`config.mk`:
```
export PLATFORM = sky130hd
export DESIGN_NAME = trng_ctrl
export DESIGN_NICKNAME = d
export VERILOG_FILES = /design/src/rtl/trng_ctrl.sv
export SDC_FILE = /design/constraint.sdc
export NUM_CORES = 1
export LEC_CHECK = 0
export CAP_MARGIN = 20
export CELL_PAD_IN_SITES_DETAIL_PLACEMENT = 2
export CELL_PAD_IN_SITES_GLOBAL_PLACEMENT = 2
export CORE_MARGIN = 2
export CORE_UTILIZATION = 35
export CTS_CLUSTER_DIAMETER = 200
export DETAILED_ROUTE_END_ITERATION = 6
export GPL_ROUTABILITY_DRIVEN = 0
export GPL_TIMING_DRIVEN = 0
export PLACE_DENSITY_LB_ADDON = 0.15
export SETUP_SLACK_MARGIN = 0.15
export SLEW_MARGIN = 5
export SYNTH_ARGS = -nofsm -noshare
export SYNTH_HDL_FRONTEND = slang
export SYNTH_SLANG_ARGS = --single-unit
```
`constraint.sdc`:
```
create_clock -name clk -period 2.75 [get_ports clk]
set_input_delay 0.4125 -clock clk [delete_from_list [all_inputs] [get_ports clk]]
set_output_delay 0.4125 -clock clk [all_outputs]
set_load 0.1 [all_outputs]
```
`src/rtl/trng_ctrl.sv`:
```
// Sequencer for the ring-oscillator TRNG macro: warm-up, divided-rate sampling, word packing,
// repetition-count health test and a valid/ready word handoff.
module trng_ctrl #(
    parameter int unsigned WARMUP_CYCLES = 64,
    parameter int unsigned SAMPLE_DIV    = 4,
    parameter int unsigned WORD_WIDTH    = 32,
    parameter int unsigned REP_LIMIT     = 16
) (
    input  logic                  clk,
    input  logic                  reset,
    input  logic                  enable_i,
    input  logic                  clear_fail_i,
    output logic                  trng_en,
    input  logic                  trng_out,
    output logic [WORD_WIDTH-1:0] data_o,
    output logic                  valid_o,
    input  logic                  ready_i,
    output logic                  health_fail_o,
    output logic                  busy_o
);

    localparam int unsigned WarmW = (WARMUP_CYCLES > 1) ? $clog2(WARMUP_CYCLES) : 1;
    localparam int unsigned DivW  = (SAMPLE_DIV > 1) ? $clog2(SAMPLE_DIV) : 1;
    localparam int unsigned BitW  = $clog2(WORD_WIDTH);
    localparam int unsigned RepW  = $clog2(REP_LIMIT + 1);

    localparam logic [WarmW-1:0] WarmLoad = WarmW'(WARMUP_CYCLES - 1);
    localparam logic [DivW-1:0]  DivLast  = DivW'(SAMPLE_DIV - 1);
    localparam logic [BitW-1:0]  BitLast  = BitW'(WORD_WIDTH - 1);
    localparam logic [RepW-1:0]  RepMax   = RepW'(REP_LIMIT);

    typedef enum logic [1:0] {
        StIdle,
        StWarmup,
        StCollect,
        StHold
    } state_t;

    state_t                state;
    logic [WarmW-1:0]      warm_cnt;
    logic [DivW-1:0]       div_cnt;
    logic [BitW-1:0]       bit_cnt;
    logic [RepW-1:0]       rep_cnt;
    logic                  last_bit;
    logic [WORD_WIDTH-1:0] shift;
    logic                  sync1;
    logic                  sync2;

    logic                  strobe;
    logic [RepW-1:0]       rep_next;
    logic [WORD_WIDTH-1:0] shift_next;

    // trng_out is asynchronous to clk; all sampling uses the second flop.
    always_ff @(posedge clk or posedge reset) begin
        if (reset) begin
            sync1 <= 1'b0;
            sync2 <= 1'b0;
        end else begin
            sync1 <= trng_out;
            sync2 <= sync1;
        end
    end

    always_comb begin
        strobe     = (state == StCollect) && (div_cnt == DivLast);
        shift_next = {shift[WORD_WIDTH-2:0], sync2};
        // A zero count marks the start of a fresh run after warm-up.
        if ((rep_cnt != '0) && (sync2 == last_bit)) begin
            rep_next = rep_cnt + RepW'(1);
        end else begin
            rep_next = RepW'(1);
        end
    end

    always_ff @(posedge clk or posedge reset) begin
        if (reset) begin
            state         <= StIdle;
            warm_cnt      <= '0;
            div_cnt       <= '0;
            bit_cnt       <= '0;
            rep_cnt       <= '0;
            last_bit      <= 1'b0;
            shift         <= '0;
            data_o        <= '0;
            valid_o       <= 1'b0;
            trng_en       <= 1'b0;
            health_fail_o <= 1'b0;
            busy_o        <= 1'b0;
        end else begin
            if (clear_fail_i) begin
                health_fail_o <= 1'b0;
            end

            unique case (state)
                StIdle: begin
                    trng_en <= 1'b0;
                    busy_o  <= 1'b0;
                    if (enable_i && !health_fail_o) begin
                        state    <= StWarmup;
                        trng_en  <= 1'b1;
                        busy_o   <= 1'b1;
                        warm_cnt <= WarmLoad;
                        rep_cnt  <= '0;
                        div_cnt  <= '0;
                        bit_cnt  <= '0;
                    end
                end

                StWarmup: begin
                    if (!enable_i) begin
                        state   <= StIdle;
                        trng_en <= 1'b0;
                        busy_o  <= 1'b0;
                    end else if (warm_cnt == '0) begin
                        state   <= StCollect;
                        div_cnt <= '0;
                        bit_cnt <= '0;
                    end else begin
                        warm_cnt <= warm_cnt - WarmW'(1);
                    end
                end

                StCollect: begin
                    if (!enable_i) begin
                        state   <= StIdle;
                        trng_en <= 1'b0;
                        busy_o  <= 1'b0;
                    end else if (strobe) begin
                        div_cnt  <= '0;
                        rep_cnt  <= rep_next;
                        last_bit <= sync2;
                        if (rep_next == RepMax) begin
                            // Health trip wins over word completion; partial word is dropped.
                            health_fail_o <= 1'b1;
                            state         <= StIdle;
                            trng_en       <= 1'b0;
                            busy_o        <= 1'b0;
                        end else begin
                            shift <= shift_next;
                            if (bit_cnt == BitLast) begin
                                data_o  <= shift_next;
                                valid_o <= 1'b1;
                                state   <= StHold;
                            end else begin
                                bit_cnt <= bit_cnt + BitW'(1);
                            end
                        end
                    end else begin
                        div_cnt <= div_cnt + DivW'(1);
                    end
                end

                StHold: begin
                    trng_en <= enable_i;
                    if (ready_i) begin
                        valid_o <= 1'b0;
                        if (enable_i) begin
                            state   <= StCollect;
                            div_cnt <= '0;
                            bit_cnt <= '0;
                        end else begin
                            state  <= StIdle;
                            busy_o <= 1'b0;
                        end
                    end
                end

                default: begin
                    state <= StIdle;
                end
            endcase
        end
    end

endmodule

```
Word-level counts from Yosys, hierarchy flattened:

Index checks and enable logic that the tools add are counted.

* register bits after elaboration: 90
* latch bits: 0
* bits in writable memories: 0
* ROM bits: 0
* input bits: 6
* output and inout bits: 36
* memories kept: 0

* add/subtract/negate cells: 4
* $mul: 0
* div/mod/pow operators: 0
* order comparisons: 0
* equality and inequality tests: 23
* shift-type cells: 0
* muxes and demuxes: 56
* bitwise gates (word level): 1
* reductions and logical operators: 21

Operators with widths (count)
* $mux 5: 12
* $mux 2: 16
* $ne 2x2->1 const B: 11
* $pmux 5 s4: 1
* $mux 6: 3
* $mux 1: 17
* $pmux 2 s4: 2
* $pmux 6 s2: 1
* $reduce_and 4->1: 3
* $reduce_and 6->1: 2
* $add 5x1->5 const B: 2
* $eq 5x5->1 const B: 2
* $pmux 5 s2: 1
* $reduce_and 5->1: 2
* $reduce_and 3->1: 3
* $reduce_and 9->1: 1
* $pmux 1 s4: 2
* $eq 2x2->1 const B: 3
* $logic_not 6->1: 1
* $ne 3x3->1 const B: 2
* $reduce_bool 2->1: 3
* $sub 6x1->6 const B: 1
* $reduce_bool 5->1: 1
* $ne 4x2->1 const B: 1
* other kinds (10): 12

Longest topological paths before layout:

Gate-level depths: netlist (run 1).

* depth in word-level cells: 8
* gate-level depth with buffers: 8
* depth with buffers taken out: 8

Least setup slack after synthesis (run 1):

OpenSTA, ideal clock, no wires.

* path type: reg2reg
* start: register health_fail_o
* end: register warm_cnt[4]
* setup time: 0.130 ns
* arrival: 2.127 ns
* required time: 2.620 ns
* slack: 0.493 ns
* stages on the path, launching flop included: 7
* buffers on the path: 1
* clock period less this slack: 2.257 ns
* path through: dfrtp_1 or4b_1 clkbuf_1 a32oi_1 nand3_1 xor2_1 nand2_1

* cells in the longest elaborated chain, start to end: 4

RTL lines
* from (decl): line 18 `output logic health_fail_o,`
* from (signal assigned): line 87 `health_fail_o <= 1'b0;`
* from (signal assigned): line 91 `health_fail_o <= 1'b0;`
* from (signal assigned): line 134 `health_fail_o <= 1'b1;`
* $logic_not 1->1: line 98 `if (enable_i && !health_fail_o) begin`
* $logic_and 1x1->1: line 98
* $ne 2x2->1 (no source line)
* $reduce_and 4->1 (no source line)
* to (signal assigned): line 102 `warm_cnt <= WarmLoad;`
* to (signal assigned): line 119 `warm_cnt <= warm_cnt - WarmW'(1);`
* to (decl): line 40 `logic [WarmW-1:0] warm_cnt;`

No other way between the ends.
A chain may end at the register's enable or synchronous reset.

Final worst setup path (run 1):

* start: register bit_cnt[0]
* end: register bit_cnt[0]

* cells in the longest elaborated chain, start to end: 6
* elaborated cells between the ends (all ways): 9

RTL lines
* from (decl): line 42 `logic [BitW-1:0] bit_cnt;`
* from (signal assigned): line 145 `bit_cnt <= bit_cnt + BitW'(1);`
* $add 5x1->5: line 145
* $mux 5: line 140 `if (bit_cnt == BitLast) begin`
* $mux 5: line 132 `if (rep_next == RepMax) begin`
* $mux 5: line 128 `end else if (strobe) begin`
* $mux 5: line 124 `if (!enable_i) begin`
* $pmux 5 s4: line 94 `unique case (state)`

Parallel ways exist; a longest one is shown, timed or not. The select of a mux whose other input is x is not followed.

==> qor.yml, run 1 <==
cts_tree: "built"
fin_nets: 371
ys.flop_type: "dfrtp_1"
ant_nets: 0
cp-start-kind: "flop"
setup_viol: 0
synth-edff-count: 0
worstPathArrival_ps: 2700
rsz0062_at_grt: "false"
post_cts_resized: 1
hold_viol: 0
holdWs_ps: 360
via_per_inst: 5.13
fp.dieW_um: 110
wl_um: 9000
area_delta_synth_final_pct: 20.7
syn_area_per_cell_um2: 12.9
final_common_cell: "dfrtp_1"
placed_cells: 487
die_h_um: 110
design_area_um2: 4740
core_area_um2: 10900
overflow: 0
power.internal_mw: 1.85
comb_power_share: 0.186
maxCapViolations: 0
cts_root_buf: "clkbuf_8"
ys_warn_count: 0
numCtsBuffers: 9
peakVddDrop_uv: 386
power_leakage_nw: 2.16
port_buffers: 41
cts-htree-levels: 3
antenna_cells: 0
grt_pass1_wl_um: 15500
setup.worst_path.end_class: "flop"
dieArea_um2: 12100
drtPass1Iterations: 4
dpl_cell_area_um2: 4560
num_vias: 2579
antenna_found_initial: 0
power_frac_clock: 0.299
holdCritPathClass: "flop to flop"
crit_chain: "ha_1, and3_1, ha_1, nand4bb_1, and3_1, a2111oi_4, o31ai_1, mux2_2"
layout_setup_ws_ps: 305
fmax_mhz: 409
synth_cell_types: 48
status: "completed"
cp_slowest_stage_delay_ps: 410
clk_latency_ps: 370
dp_slack_ps: -48.8
syn_inst: 304
setup_tns_ps: 0
ys_seq_area_frac: 0.573
power_switching_uw: 877
seqPwrFrac: 0.515
synthTopCellsByArea: "dfrtp_1, mux2_2, ha_1, nand2_1, nand3_1"
track_usage: 0.168
yosysTopAreaCell: "dfrtp_1"
finalCriticalPeriod_ps: 2440
ys_ff_latch: 90
worstMarginPinSlew_ps: 1010
path_delay_family: "compound AO/OA/AOI/OAI gates"
swShare: 0.322
clk_path_buf_depth: 2
async_flop_share: 1.00
drive_gt1_frac: 0.242
report.final.slew_viol_count: 0
powerDensity_nw_per_um2: 575
clk_pin_slew_worst_paths_ps: 80
cp_max_fo: 4
initial_core_util: 0.361
criticalPathCategory: "flop to flop"
post-cts-setup-buffers: 0
hpwl_um: 6490
finalClockSkew_ps: 8.97
first_global_vias: 3004
grt_max_degree: 36
route.detailed.drc: 0
slowest_stage: "dfrtp_1"
syn_nets: 317
cp.required_ps: 3000
cts_hold_buf: 0
rows: 38
most-common-layout-cells: "dfrtp_1, mux2_2, clkdlybuf4s50_1"
fin_cells: 503
cts_sinks: 90
min_period_over_period: 0.889
fill_cells: 1119
io_pins: 42
max_slew_margin: 0.328
syn_area_um2: 3930
drt_iter0_drc: 61
synth_top_area_share: 0.573
crit_buf_inv: 0
routedWlPerCell_um: 17.9
==> final timing paths <==
check                            from       endpoint  slack (ps)  cells after the start
max                        bit_cnt[0]     bit_cnt[0]         310                      8
min                             sync1          sync2         360                      0
max reg2reg                bit_cnt[0]     bit_cnt[0]         310                      8
min reg2reg                     sync1          sync2         360                      0
max in group asynchronous       reset  health_fail_o        1700                      3
min in group asynchronous       reset       shift[6]         470                      2
==> per-stage QoR <==
stage,utilization,power [mW]
after floorplan,-,1.78
after global placement,0.415,1.91
after detailed placement,0.419,1.93
after CTS,0.436,2.77
after global routing,0.436,2.88
final,0.436,2.73
==> state kept, by name (all words and copies together), names as in the netlist <==
| register | cells |
|---|---|
| trng_en | 1 |
| valid_o | 1 |
| div_cnt | 2 |
| health_fail_o | 1 |
| rep_cnt | 5 |
| busy_o | 1 |
| data_o | 32 |
| sync1 | 1 |
| warm_cnt | 6 |
| shift | 31 |
| last_bit | 1 |
| sync2 | 1 |
| state | 2 |
| bit_cnt | 5 |
==> per-layer routing <==
layer,track usage,part of all wire,vias up
li1,-,-,1200
met1,0.217,0.45,1330
met2,0.277,0.49,34
met3,0.0329,0.036,15
met4,0.0660,0.018,0
met5,0,0,-
==> worst reg2reg max path, stage by stage, from the launching register on <==
cell	delay, ps
dfrtp_1	410
ha_1	220
and3_1	150
ha_1	230
nand4bb_1	220
and3_1	220
a2111oi_4	380
o31ai_1	210
mux2_2	300
==> Yosys cell counts (all sizes together) (3+ instances only) <==
cell / number
xor2: 3
nor2: 11
nand4: 4
dfrtp: 90
and3: 4
clkbuf: 6
nand3: 12
mux2: 63
nand2b: 5
xnor2: 5
a22o: 5
nor2b: 5
nand2: 17
nor3: 4
ha: 7
o21ai: 7
a21oi: 8
buf: 7
inv: 11
==> area by class of cell <==
cell class / count / area [um2] / area share
sequential: 90 / 2250 / 0.475
multi-input combinational: 190 / 1570 / 0.330
timing repair buffer: 43 / 450 / 0.0950
tap: 140 / 175 / 0.0369
clock buffer: 11 / 131 / 0.0277
buffer: 13 / 83.8 / 0.0177
inverter: 11 / 45.0 / 0.00950
clock inverter: 5 / 38.8 / 0.00818
==> power groups by stage <==
stage	Sequential [mW]	Clock, mW	Combinational, mW
floorplan	1.53	0	0.251
global placement	1.43	0	0.482
detailed placement	1.43	0	0.496
CTS	1.41	0.855	0.514
global route	1.41	0.901	0.564
finish	1.40	0.815	0.508
==> kinds of logic after synthesis <==
logic type,count (synthesis),share of synthesized area
flops,90,0.573
simple gates,72,0.101
mux,63,0.180
compound gates,40,0.0738
buf+inv,24,0.0318
xor+xnor,8,0.0178
fa+ha+maj,7,0.0223
Power figures use the tool's default switching activity.
==> run 2, diff against run 1 <==
Settings changed: CTS_CLUSTER_DIAMETER 200 to 40, SLEW_MARGIN 5 to 15.
==> qor.yml, run 2 (synthesis gave the netlist of run 1 again) <==
dpl_cell_area_um2: 4590  # was 4560 um2
io_pins: 42  # unchanged
r2r-end: "bit_cnt[0]"  # unchanged
r2r_start: "bit_cnt[0]"  # unchanged
grt_max_degree: 31  # was 36
hpwl_um: 6420  # was 6490 um
final_common_cell: "dfrtp_1"  # unchanged
initial_core_util: 0.361  # unchanged
port_buffers: 41  # unchanged
busiest_layer: "met2"  # unchanged
layout_setup_ws_ps: 297  # was 305 ps
seqPwrFrac: 0.464  # was 0.515
cp_slowest_stage_delay_ps: 410  # about the same
swShare: 0.295  # was 0.322
cts_hold_buf: 0  # unchanged
multi_input_comb_area_um2: 1570  # unchanged
min_to: "sync2"  # unchanged
worstRegToRegCells: 8  # unchanged
grt_pass1_wl_um: 15500  # about the same
setup_viol: 0  # unchanged
hold_start: "sync1"  # unchanged
area_delta_synth_final_pct: 23.2  # was 20.7%
die_h_um: 110  # unchanged
route.detailed.drc: 0  # unchanged
power_leakage_nw: 2.22  # was 2.16 nW
cp-start-kind: "flop"  # unchanged
reg2reg_slack_ps: 300  # was 310 ps
drtPass1Iterations: 4  # unchanged
worstPathArrival_ps: 2710  # was 2700 ps
max_slew_margin: 0.323  # was 0.328
grt_use_met2: 0.278  # was 0.277
num_vias: 2598  # was 2579
power.internal_mw: 2.13  # was 1.85 mW
clk_pin_slew_worst_paths_ps: 90  # was 80 ps
holdCritPathClass: "flop to flop"  # unchanged
clk_path_buf_depth: 2  # unchanged
wl_um: 9020  # was 9000 um
min_delay_path_depth: 0  # unchanged
most-common-layout-cells: "dfrtp_1, mux2_2, clkdlybuf4s50_1"  # unchanged
peakVddDrop_uv: 354  # was 386 uV
fmax_mhz: 408  # was 409 MHz
setup_tns_ps: 0  # unchanged
track_usage: 0.169  # was 0.168
fill_cells: 1095  # was 1119
criticalPathCategory: "flop to flop"  # unchanged
drive_gt1_frac: 0.247  # was 0.242
antenna_found_initial: 0  # unchanged
post-cts-setup-buffers: 0  # unchanged
crit_chain: "ha_1, and3_1, ha_1, nand4bb_1, and3_1, a2111oi_4, o31ai_1, mux2_2"  # unchanged
first_global_vias: 2991  # was 3004
cp_max_fo: 4  # unchanged
cts_sinks: 90  # unchanged
drt_iter0_drc: 95  # was 61
setup.worst_path.end_class: "flop"  # unchanged
fin_util: 0.445  # was 0.436
crit_buf_inv: 0  # unchanged
rsz0062_at_grt: "false"  # unchanged
cts_tree: "built"  # unchanged
reg_top3: "data_o: 32 flops, shift: 31 flops, warm_cnt: 6 flops"  # unchanged
dp_slack_ps: -48.8  # about the same
routedWlPerCell_um: 17.9  # about the same
cp.required_ps: 3000  # about the same
antenna_cells: 0  # unchanged
worstMarginPinSlew_ps: 1010  # about the same
maxCapViolations: 0  # unchanged
comb_power_share: 0.170  # was 0.186
ant_nets: 0  # unchanged
cts_root_buf: "clkbuf_8"  # unchanged
area.sequential_um2: 2250  # unchanged
rows: 38  # unchanged
finalClockSkew_ps: 9.62  # was 8.97 ps
clk_latency_ps: 370  # about the same
met3_usage: 0.0353  # was 0.0329
largest_register_ffs: 32  # unchanged
design_area_um2: 4840  # was 4740 um2
dieArea_um2: 12100  # unchanged
slowest_stage: "dfrtp_1"  # unchanged
core_area_um2: 10900  # unchanged
status: "completed"  # unchanged
hold_viol: 0  # unchanged
via_per_inst: 5.15  # was 5.13
fin_nets: 372  # was 371
power_frac_clock: 0.366  # was 0.299
min_period_over_period: 0.892  # was 0.889
finalCriticalPeriod_ps: 2450  # was 2440 ps
report.final.slew_viol_count: 0  # unchanged
powerDensity_nw_per_um2: 624  # was 575 nW/um2
fp.dieW_um: 110  # unchanged
path_delay_family: "compound AO/OA/AOI/OAI gates"  # unchanged
regMostFlops: "data_o"  # unchanged
numCtsBuffers: 9  # unchanged
power_switching_uw: 890  # was 877 uW
cts-htree-levels: 3  # unchanged
overflow: 0  # unchanged
met1_usage: 0.214  # was 0.217
==> run 2: changes by cell type in the layout (fill, tap and decap cells not counted) <==
cell | previous run | this run
inv_8 | 0 | 1
clkbuf_1 | 8 | 7
bufinv_16 | 0 | 3
clkinvlp_4 | 5 | 2
clkinv_2 | 0 | 1
inv_6 | 1 | 0
buf_16 | 0 | 1
==> run 2: area by class of cell <==
type,count,area share
tap,140,0.0362
sequential,90,0.465
clock inverter,6,0.0235
timing repair buffer,44,0.0987
inverter,11,0.00930
multi-input combinational,190,0.324
buffer,13,0.0173
clock buffer,10,0.0264
==> run 2: power groups by stage <==
stage | Combinational [mW] | Sequential [mW] | Clock (mW)
2_1_floorplan | 0.251 | 1.53 | 0
3_3_place_gp | 0.482 | 1.43 | 0
3_5_place_dp | 0.503 | 1.43 | 0
4_1_cts | 0.521 | 1.41 | 1.15
5_1_grt | 0.566 | 1.41 | 1.19
6_report | 0.512 | 1.40 | 1.11
==> run 2: stage by stage <==
step / hold WS (ps) / power (mW) / std cells
after floorplan: 331 / 1.78 / 304
after global placement: 342 / 1.91 / 485
after detailed placement: 338 / 1.94 / 488
after CTS: 366 / 3.07 / 504
after global routing: 375 / 3.17 / 504
final: 362 / 3.02 / 504
==> run 2: worst max-delay path by stage <==
stage / startpoint / endpoint / slack, ps / cells past startpoint
6_report: bit_cnt[0] / bit_cnt[0] / 300 / 8
5_1_grt: rep_cnt[0] / shift[7] / 160 / 8
4_1_cts: bit_cnt[0] / bit_cnt[0] / 250 / 8
3_5_place_dp: enable_i / bit_cnt[0] / -50 / 6
3_3_place_gp: enable_i / bit_cnt[0] / -30 / 6
2_1_floorplan: health_fail_o / warm_cnt[4] / 490 / 6
==> run 2: metal layers <==
layer	routed length [um]	vias up
li1	-	1199
met1	4060	1353
met2	4450	35
met3	309	11
met4	192	0
met5	0	-
==> run 2: what timing repair did <==
action / in CTS / in global routing
pin swaps: 0 / 1
gates resized for setup: 1 / 0
endpoints found under the setup margin: 1 / 2
